===== src/rtl/mem_resp_pkg.sv =====
// Shared definitions for the backing-memory responder and the cache that talks to it.
// Holds the FSM state encoding and the default geometry/latency constants.
package mem_resp_pkg;

   localparam int MEM_ADDR_W  = 5;
   localparam int MEM_DATA_W  = 8;
   localparam int MEM_LATENCY = 3;

   typedef enum logic [1:0] {
      IDLE = 2'd0,
      WAIT = 2'd1,
      RESP = 2'd2
   } state_t;

endpackage


===== src/rtl/mem_resp_array.sv =====
// Main-memory storage: synchronous write, registered read; rdata holds until the next read.
// MEM_RESPONDER_INIT_EN: reset loads every word with its own address, otherwise storage has no reset.
module mem_resp_array
   import mem_resp_pkg::*;
#(
   parameter int ADDR_W = MEM_ADDR_W,
   parameter int DATA_W = MEM_DATA_W
) (
   input  logic              clock,
   input  logic              resetn,
   input  logic              wr_en,
   input  logic              rd_en,
   input  logic [ADDR_W-1:0] addr,
   input  logic [DATA_W-1:0] wdata,
   output logic [DATA_W-1:0] rdata
);

   localparam int DEPTH = 1 << ADDR_W;

   logic [DATA_W-1:0] mem [DEPTH];

`ifdef MEM_RESPONDER_INIT_EN
   always_ff @(posedge clock or negedge resetn) begin
      if (!resetn) begin
         for (int i = 0; i < DEPTH; i++) begin
            mem[i] <= DATA_W'(i);
         end
      end else if (wr_en) begin
         mem[addr] <= wdata;
      end
   end
`else
   always_ff @(posedge clock) begin
      if (wr_en) begin
         mem[addr] <= wdata;
      end
   end
`endif

   always_ff @(posedge clock or negedge resetn) begin
      if (!resetn) begin
         rdata <= '0;
      end else if (rd_en) begin
         rdata <= mem[addr];
      end
   end

endmodule


===== src/rtl/mem_responder.sv =====
// Single-outstanding memory responder: req/ack handshake, ack LATENCY cycles after acceptance.
// No queuing; requester holds req until ack, dropping it early aborts. Array init via MEM_RESPONDER_INIT_EN.
module mem_responder
   import mem_resp_pkg::*;
#(
   parameter int ADDR_W  = MEM_ADDR_W,
   parameter int DATA_W  = MEM_DATA_W,
   parameter int LATENCY = MEM_LATENCY
) (
   input  logic              clock,
   input  logic              resetn,
   input  logic              req,
   input  logic              wren,
   input  logic [ADDR_W-1:0] addr,
   input  logic [DATA_W-1:0] data_in,
   output logic              ack,
   output logic              busy,
   output logic [DATA_W-1:0] data_out
);

   generate
      if (LATENCY < 1 || LATENCY > 15) begin : g_bad_latency
         $error("mem_responder: LATENCY must be in 1..15");
      end
   endgenerate

   localparam logic [3:0] CNT_LOAD = 4'(LATENCY - 1);

   state_t            state, state_n;
   logic [3:0]        cnt, cnt_n;
   logic              wren_q;
   logic [ADDR_W-1:0] addr_q;
   logic [DATA_W-1:0] data_q;
   logic              commit;
   logic              c_wren;
   logic [ADDR_W-1:0] c_addr;
   logic [DATA_W-1:0] c_data;

   always_ff @(posedge clock or negedge resetn) begin
      if (!resetn) begin
         state  <= IDLE;
         cnt    <= '0;
         wren_q <= 1'b0;
         addr_q <= '0;
         data_q <= '0;
      end else begin
         state <= state_n;
         cnt   <= cnt_n;
         if (state == IDLE && req) begin
            wren_q <= wren;
            addr_q <= addr;
            data_q <= data_in;
         end
      end
   end

   // WAIT lasts LATENCY-1 cycles: leave when the decrement would land on zero.
   always_comb begin
      state_n = state;
      cnt_n   = cnt;
      commit  = 1'b0;
      case (state)
         IDLE: begin
            if (req) begin
               if (LATENCY == 1) begin
                  state_n = RESP;
                  cnt_n   = '0;
                  commit  = 1'b1;
               end else begin
                  state_n = WAIT;
                  cnt_n   = CNT_LOAD;
               end
            end
         end
         WAIT: begin
            if (!req) begin
               state_n = IDLE;
            end else begin
               cnt_n = cnt - 4'd1;
               if (cnt == 4'd1) begin
                  state_n = RESP;
                  commit  = 1'b1;
               end
            end
         end
         RESP: begin
            state_n = IDLE;
         end
         default: begin
            state_n = IDLE;
         end
      endcase
   end

   // With LATENCY=1 the commit happens on the acceptance edge, before capture lands.
   always_comb begin
      c_wren = wren_q;
      c_addr = addr_q;
      c_data = data_q;
      if (state == IDLE) begin
         c_wren = wren;
         c_addr = addr;
         c_data = data_in;
      end
   end

   mem_resp_array #(
      .ADDR_W (ADDR_W),
      .DATA_W (DATA_W)
   ) u_array (
      .clock  (clock),
      .resetn (resetn),
      .wr_en  (commit & c_wren),
      .rd_en  (commit & ~c_wren),
      .addr   (c_addr),
      .wdata  (c_data),
      .rdata  (data_out)
   );

   assign ack  = (state == RESP);
   assign busy = (state != IDLE);

endmodule


===== config.mk =====
export PLATFORM = sky130hd
export DESIGN_NAME = mem_responder
export DESIGN_NICKNAME = d
export VERILOG_FILES = /design/src/rtl/mem_resp_pkg.sv /design/src/rtl/mem_resp_array.sv /design/src/rtl/mem_responder.sv
export SDC_FILE = /design/constraint.sdc
export NUM_CORES = 1
export LEC_CHECK = 0
export CORE_AREA = 10 10 160 147
export CTS_CLUSTER_SIZE = 10
export DETAILED_ROUTE_END_ITERATION = 6
export DIE_AREA = 0 0 170 157
export PLACE_DENSITY_LB_ADDON = 0.2
export SLEW_MARGIN = 10
export SYNTH_ARGS = -nofsm -noshare
export SYNTH_HDL_FRONTEND = slang
export SYNTH_SLANG_ARGS = --single-unit

===== constraint.sdc =====
create_clock -name clock -period 7.1 [get_ports clock]
set_clock_uncertainty 0.15 [all_clocks]
set_input_delay 1.42 -clock clock [delete_from_list [all_inputs] [get_ports clock]]
set_output_delay 1.42 -clock clock [all_outputs]
set_load 0.02 [all_outputs]

After elaboration in Yosys (flattened, before gate mapping)
Memories as Yosys holds them, arrays and structs flattened. A register that Yosys moved wholly into a read port is not among the register bits.
Index checks and enable logic that the tools add are counted.
{"block": "op_classes", "n_mul": 0, "mux": 15, "n_shift": 0, "magnitude_cmp": 0, "n_reduce_logical": 7, "n_bitwise": 3, "div_mod_pow": 0, "eq_ne": 6, "add_sub_neg": 1}
{"operator": "$mux 4", "n": 2}
{"operator": "$mux 8", "n": 1}
{"operator": "$pmux 4 s2", "n": 1}
{"operator": "$mux 1", "n": 6}
{"operator": "$mux 2", "n": 3}
{"operator": "$mux 5", "n": 1}
{"operator": "$eq 4x1->1 const B", "n": 1}
{"operator": "$ne 2x2->1 const B", "n": 2}
{"operator": "$pmux 2 s2", "n": 1}
{"operator": "$reduce_bool 2->1", "n": 2}
{"operator": "$sub 4x1->4 const B", "n": 1}
{"operator": "$ne 3x3->1 const B", "n": 1}
{"operator": "$reduce_and 3->1", "n": 1}
{"operator": "$and 1x1->1", "n": 2}
{"operator": "$eq 2x1->1 const B", "n": 1}
{"operator": "$eq 2x2->1 const B", "n": 1}
{"operator": "$logic_not 2->1", "n": 1}
{"operator": "$reduce_and 2->1", "n": 1}
{"operator": "$logic_and 1x1->1", "n": 1}
{"operator": "$logic_not 1->1", "n": 1}
{"operator": "$not 1->1", "n": 1}
{"block": "word_totals", "out_inout_bits": 10, "reg_bits": 20, "memories": 1, "mem_bits_rw": 256, "rom_bits": 0, "wordCells": 38, "latchBits": 0, "input_bits": 17}
{"memory": "u_array.mem", "words": 32, "word_bits": 8, "read_ports": 1, "rd_ports_with_merged_regs": 1, "wr": 1, "line": "mem_resp_array.sv:20", "rtl": "logic [DATA_W-1:0] mem [DEPTH];"}

Logic depth before layout (Yosys ltp)
Gate-level depths: netlist of run 1.
{"block": "depth", "word_depth": 7, "depth_mapped": 9, "mapped_depth_nobuf": 7}

Modules after synthesis
From an unflattened synthesis of run 1, not the netlist that was laid out.
{"block": "hier_totals", "cells_unflattened": 640, "area_unflattened_um2": 11468.5}
{"mod": "mem_resp_array", "area_per_inst_um2": 10410.0, "cells_per_inst": 560, "n_inst": 1, "seq_area_each_um2": 7887.6}
{"mod": "mem_responder", "area_per_inst_um2": 1058.5, "cells_per_inst": 80, "n_inst": 1, "seq_area_each_um2": 500.5}

Worst setup path after synthesis of run 1
OpenSTA, ideal clock, no wires.
{"block": "synth_timing", "path_type": "input port to flip-flop", "start": "input port addr[1]", "end": "memory u_array.mem[13][0] (netlist name) (enable)", "setup_slack_ns": 3.638, "required_time_ns": 6.580, "setup_ns": 0.370, "t_arrival_ns": 2.942, "path_buffers": 2, "path_stages": 6, "cell_sequence": "or4b_1 o21ai_1 buf_4 buf_2 nand2_1 nor2_1"}
{"block": "synth_between", "elab_chain_len": 1}
{"item": "start: declaration", "line": "mem_responder.sv:14", "rtl": "input logic [ADDR_W-1:0] addr,"}
{"item": "$mux 5", "line": "mem_responder.sv:100", "rtl": "if (state == IDLE) begin"}
{"item": "end: declaration", "line": "mem_resp_array.sv:20"}
No other way between the ends.

Worst setup path in the final report of run 1
{"block": "layout_timing", "start": "input port addr[0]", "end": "memory u_array.mem[5][3] (netlist name) (enable)"}
The elaborated chain is that of the path after synthesis.

==> flow_summary.json, run 1 <==
{
  "cpLargestDelayFamily": "simple AND/OR/NAND/NOR gates",
  "setup_slack_ps": 2690,
  "grt.overflow.total": 0,
  "cp_max_fo": 65,
  "met2_length_mm": 12.2,
  "outcome": "completed",
  "setup_tns_ps": 0,
  "wl_met1_mm": 11.4,
  "tightest_slew_ps": 1210,
  "diodes": 0,
  "r2r_slack_ps": 2980,
  "fin_crit_ps": 4410,
  "die_h_um": 157,
  "drtAntennaViolNets": 0,
  "min_from": "data_q[2]",
  "rsz0062_at_grt": "false",
  "ctsResizeCount": 0,
  "drv_cap": 0,
  "drv_slew": 0,
  "crit_path_end_kind": "flip-flop",
  "synth_area_um2": 11000,
  "vias": 6448,
  "first_pass_iters": 5,
  "clock_path_buffers": 3,
  "holdPathStages": 1,
  "dr.first_iter.drc_count": 885,
  "cts.htree.levels": 2,
  "rows": 50,
  "ios": 27,
  "r2r_end": "u_array.mem[7][4]",
  "synth.area.top_cells": "edfxtp_1, a22oi_1, dfrtp_1",
  "fp.coreArea_um2": 20300,
  "hold_end": "data_q[2]",
  "root_buffer": "clkbuf_16",
  "chipWidth_um": 170,
  "wl_met3_mm": 2.46,
  "crit_chain": "clkdlybuf4s50_1, or4b_1, o21ai_4, buf_4, nand2_1, nor2_1",
  "post-place-ws_ps": 2210,
  "grt_pass1_vias": 6329,
  "r2r-start": "state[0]",
  "grt_antenna_before_repair": 1,
  "final_nets": 722,
  "avgSynthCellArea_um2": 16.2,
  "clkLatencyLatePin_ps": 500,
  "cp-start-kind": "primary input",
  "cp_num_buf_inv": 2,
  "cp.arrival_ps": 4390,
  "drcViolationCount": 0,
  "timing.hold.worst.class": "reg2reg",
  "grt_use_total_pct": 20.1,
  "synth_cell_type_count": 35,
  "peakVddDrop_mv": 0.244,
  "holdBufCountCts": 0,
  "fin_crit_sh_pct": 62.1,
  "cts_made_buffers": 34,
  "finalSetupViolations": 0,
  "postLayoutCoreUtil_pct": 60.5,
  "slowest_stage": "nor2_1",
  "hold_viol_final": 0,
  "powerDensity_nw_per_um2": 325,
  "holdWs_ps": 356,
  "grt_first_pass_wirelength_mm": 39.8,
  "io_buffers": 26,
  "syn-num-nets": 696,
  "yosysWarnings": 0,
  "wire_per_inst_um": 27.2,
  "grt_max_degree": 66,
  "initial_utilization_pct": 53.9,
  "worst_ep_required_time_ps": 7080,
  "cts_tree": "built",
  "cpPeakStageDelay_ps": 680,
  "synth.yosys.seq_area_share_pct": 76.5,
  "syn2layout_area_growth_pct": 12.3,
  "synth_top_cell_by_area": "edfxtp_1",
  "criticalPathCategory": "in2reg",
  "rr_worst_depth": 5,
  "drive_gt1_share_pct": 10.9,
  "ys_seq_elements": 284,
  "dieArea_um2": 26700,
  "routed_wl_mm": 26.7,
  "stdcell_count": 982,
  "dpl.cell_count": 927,
  "max_slew_margin_pct": 18.8,
  "clock_sinks": 284,
  "leakagePower_nw": 3.84,
  "synthCells": 677,
  "via_per_inst": 6.57,
  "fmax_mhz": 227,
  "hpwl_mm": 15.9,
  "top_layer_used": "met4",
  "gp_congestion": 0.855,
  "yosysTopAreaCellShare_pct": 70.1,
  "clkSlewWorstSetupHoldPaths_ps": 60,
  "post_cts_buffers": 0
}
## through the flow
stage	area, um2	total power [mW]
global route	12300	4.13
detailed placement	11300	2.51
finish	12300	4.00
floorplan	11000	2.30
CTS	12300	4.01
global placement	11300	2.50
## cells in the mapped netlist
| cell type | n |
|---|---|
| mux2_2 | 23 |
| and4bb_2 | 1 |
| nor2b_1 | 4 |
| o31ai_1 | 2 |
| dfrtp_1 | 28 |
| ha_1 | 2 |
| a21oi_1 | 64 |
| mux2i_1 | 2 |
| a31oi_1 | 9 |
| and2_1 | 2 |
| buf_4 | 6 |
| buf_2 | 18 |
| a22oi_2 | 6 |
| nor3_1 | 8 |
| or4b_1 | 3 |
| nor4_1 | 8 |
| nand2b_1 | 5 |
| o21ai_1 | 4 |
| inv_2 | 1 |
| o211ai_1 | 2 |
| a22oi_1 | 122 |
| inv_1 | 2 |
| or4_1 | 3 |
| buf_1 | 2 |
| nor2_1 | 51 |
| or4b_4 | 1 |
| o21ai_2 | 1 |
| o21ai_0 | 6 |
| nand2_1 | 17 |
| buf_6 | 11 |
| o31a_1 | 1 |
| nand3_1 | 1 |
| edfxtp_1 | 256 |
| nor2_4 | 1 |
| clkbuf_1 | 4 |
## cell type report
class                   count  area, um2
flip-flops and latches    284       8390
fillers                  1456       8030
multi-input cells         349       2320
clock buffers              53        943
well taps                 260        325
repair buffers             31        298
clock inverters             2       16.3
inverters                   3       11.3
## flip-flops by register name, indices dropped and copies added (netlist names)
register       cells
u_array.mem      256
data_q             8
u_array.rdata      8
addr_q             5
cnt                4
state              2
wren_q             1
## layout by cell type, fill, tap and decap left out, drive strengths merged, types with 3 or more instances in the layout
cell           Yosys  routed
nand2b             5       5
a22oi            128     128
nor3               8       8
o21ai             11      11
nand2             17      17
nor2              52      52
mux2              23      23
a21oi             64      64
nor2b              4       4
edfxtp           256     256
clkdlybuf4s50      0      26
a31oi              9       9
buf               37       5
clkbuf             4      53
or4                3       3
dfrtp             28      28
nor4               8       8
or4b               4       4
inv                3       4
## worst register-to-register path, delay by kind of cell, from the launching register on
kind                   cells  cell delay, ps
buffers and inverters      1             220
flip-flops                 1             570
AO/OA/AOI/OAI              1             860
AND/OR/NAND/NOR            3            1940
## cells by family after synthesis
| family | count (synthesis) | share of synthesized area [%] |
|---|---|---|
| compound gates | 217 | 13.4 |
| mux | 25 | 2.55 |
| flops | 284 | 76.5 |
| simple gates | 105 | 4.65 |
| fa+ha+maj | 2 | 0.228 |
| buf+inv | 44 | 2.67 |
## worst max path at each step
stage / endpoint / slack [ps] / from / depth (start not counted)
5_1_grt: u_array.mem[0][1] / 2540 / addr[1] / 6
3_3_place_gp: u_array.mem[5][0] / 2350 / addr[1] / 6
4_1_cts: u_array.mem[14][2] / 2730 / addr[1] / 6
3_5_place_dp: u_array.mem[14][2] / 2210 / addr[1] / 6
2_1_floorplan: u_array.mem[13][0] / 3640 / addr[1] / 6
6_report: u_array.mem[5][3] / 2690 / addr[0] / 6
## routing by layer
layer  up-vias  track usage (%)
li1       2766                -
met1      3246             28.3
met4         0             7.10
met5         -                0
met2       375             30.3
met3        61             4.28
## where the power goes
part / switching [mW] / internal (mW)
Sequential: 0.0428 / 1.93
Clock: 0.615 / 0.907
Combinational: 0.352 / 0.161
Total: 1.01 / 2.99
Note: power is estimated with default switching activity, not from simulation.
==> run 2, diff against run 1 <==
==> constraint.sdc (replaced) <==
create_clock -name clock -period 4.4 [get_ports clock]
set_clock_uncertainty 0.15 [all_clocks]
set_input_delay 0.88 -clock clock [delete_from_list [all_inputs] [get_ports clock]]
set_output_delay 0.88 -clock clock [all_outputs]
set_load 0.02 [all_outputs]
==> flow_summary.json, run 2 (synthesis gave the netlist of run 1 again) <==
{
  "crit_path_end_kind": "flip-flop",
  "grt_first_pass_wirelength_mm": 39.3,
  "grtUsageMet3_pct": 5.61,
  "clkLatencyLatePin_ps": 520,
  "setup_tns_ps": 0,
  "cts.htree.levels": 2,
  "fp.coreArea_um2": 20300,
  "hpwl_mm": 15.7,
  "largest_reg_flops": 256,
  "grt_pass1_vias": 6436,
  "grt_util_met2_pct": 29.7,
  "criticalPathCategory": "in2reg",
  "peakVddDrop_mv": 0.398,
  "leakagePower_nw": 4.03,
  "finalSetupViolations": 0,
  "cts_tree": "built",
  "initial_utilization_pct": 53.9,
  "post_cts_buffers": 0,
  "cp-start-kind": "primary input",
  "fmax_mhz": 293,
  "largest-register": "u_array.mem",
  "worst_ep_required_time_ps": 4390,
  "slowest_stage": "nor2_1",
  "wire_per_inst_um": 25.4,
  "io_buffers": 26,
  "timing.hold.worst.class": "reg2reg",
  "grt.overflow.total": 0,
  "holdBufCountCts": 0,
  "cp_max_fo": 13,
  "ios": 27,
  "busiest_layer": "met2",
  "root_buffer": "clkbuf_16",
  "use_met1_pct": 26.1,
  "max_slew_margin_pct": 45.7,
  "syn2layout_area_growth_pct": 14.9,
  "dieArea_um2": 26700,
  "final_cell_mix": "edfxtp_1, a22oi_1, a21oi_1",
  "final_nets": 753,
  "cpPeakStageDelay_ps": 770,
  "rsz0062_at_grt": "false",
  "cp.arrival_ps": 3400,
  "crit_chain": "clkdlybuf4s50_1, or4b_4, o21ai_4, nand2_1, nor2_1",
  "rr_worst_depth": 5,
  "outcome": "completed",
  "powerDensity_nw_per_um2": 520,
  "holdPathStages": 1,
  "hold_viol_final": 0,
  "grt_use_total_pct": 19.6,
  "tightest_slew_ps": 811,
  "final_common_cell": "edfxtp_1",
  "drive_gt1_share_pct": 14.7,
  "chipWidth_um": 170,
  "rows": 50,
  "drv_slew": 0,
  "clkSlewWorstSetupHoldPaths_ps": 50,
  "die_h_um": 157,
  "reg_top3": "u_array.mem: 256 flops, data_q: 8 flops, u_array.rdata: 8 flops",
  "via_per_inst": 6.29,
  "routed_wl_mm": 25.8,
  "drv_cap": 0,
  "vias": 6374,
  "grt_max_degree": 65,
  "fin_crit_sh_pct": 77.5,
  "cts_made_buffers": 34,
  "holdWs_ps": 353,
  "dr.first_iter.drc_count": 827,
  "clock_path_buffers": 3,
  "gp_congestion": 0.847,
  "drtAntennaViolNets": 0,
  "first_pass_iters": 5,
  "clock_sinks": 284,
  "grt_antenna_before_repair": 0,
  "postLayoutCoreUtil_pct": 61.9,
  "ctsResizeCount": 0,
  "drcViolationCount": 0,
  "fin_crit_ps": 3410,
  "diodes": 0
}
-- run 2: routing by layer --
metal,vias up,routed length (um)
li1,2825,-
met1,3215,10600
met2,287,12100
met3,47,2390
met4,0,709
met5,-,0
-- run 2: final timing paths --
path,startpoint,end,slack [ps]
setup reg to reg,state[0],u_array.mem[14][4],1180
setup / recovery,addr[1],u_array.mem[14][4],990
hold reg to reg,data_q[7],data_q[7],350
hold / removal,data_q[7],data_q[7],350
max in group asynchronous,resetn,cnt[0],3170
min in group asynchronous,resetn,u_array.rdata[0],630
-- run 2: final cells by class --
cell class	count	area, um2
Tap cell	260	325
Inverter	3	11.3
Multi-Input combinational cell	349	2320
Sequential cell	284	8390
Clock inverter	3	58.8
Clock buffer	53	943
Fill cell	1489	7740
Timing Repair Buffer	62	543
-- run 2: worst max-delay path, delay by kind of cell --
kind	cells	cell delay (ps)
compound gates	1	210
buf+inv	1	540
simple gates	3	1770
-- run 2: per-stage QoR --
step | setup slack (ps) | cell area (um2) | instances | total power, mW
CTS | 1080 | 12600 | 1014 | 6.58
floorplan | 1480 | 11000 | 677 | 3.72
global placement | 585 | 11600 | 958 | 4.04
detailed placement | 556 | 11600 | 958 | 4.06
global route | 894 | 12600 | 1014 | 6.78
finish | 989 | 12600 | 1014 | 6.55
-- run 2: power breakdown --
group / switching, mW / internal [mW]
clock: 1.01 / 1.53
sequential: 0.0865 / 3.11
combinational: 0.539 / 0.270
total: 1.64 / 4.91
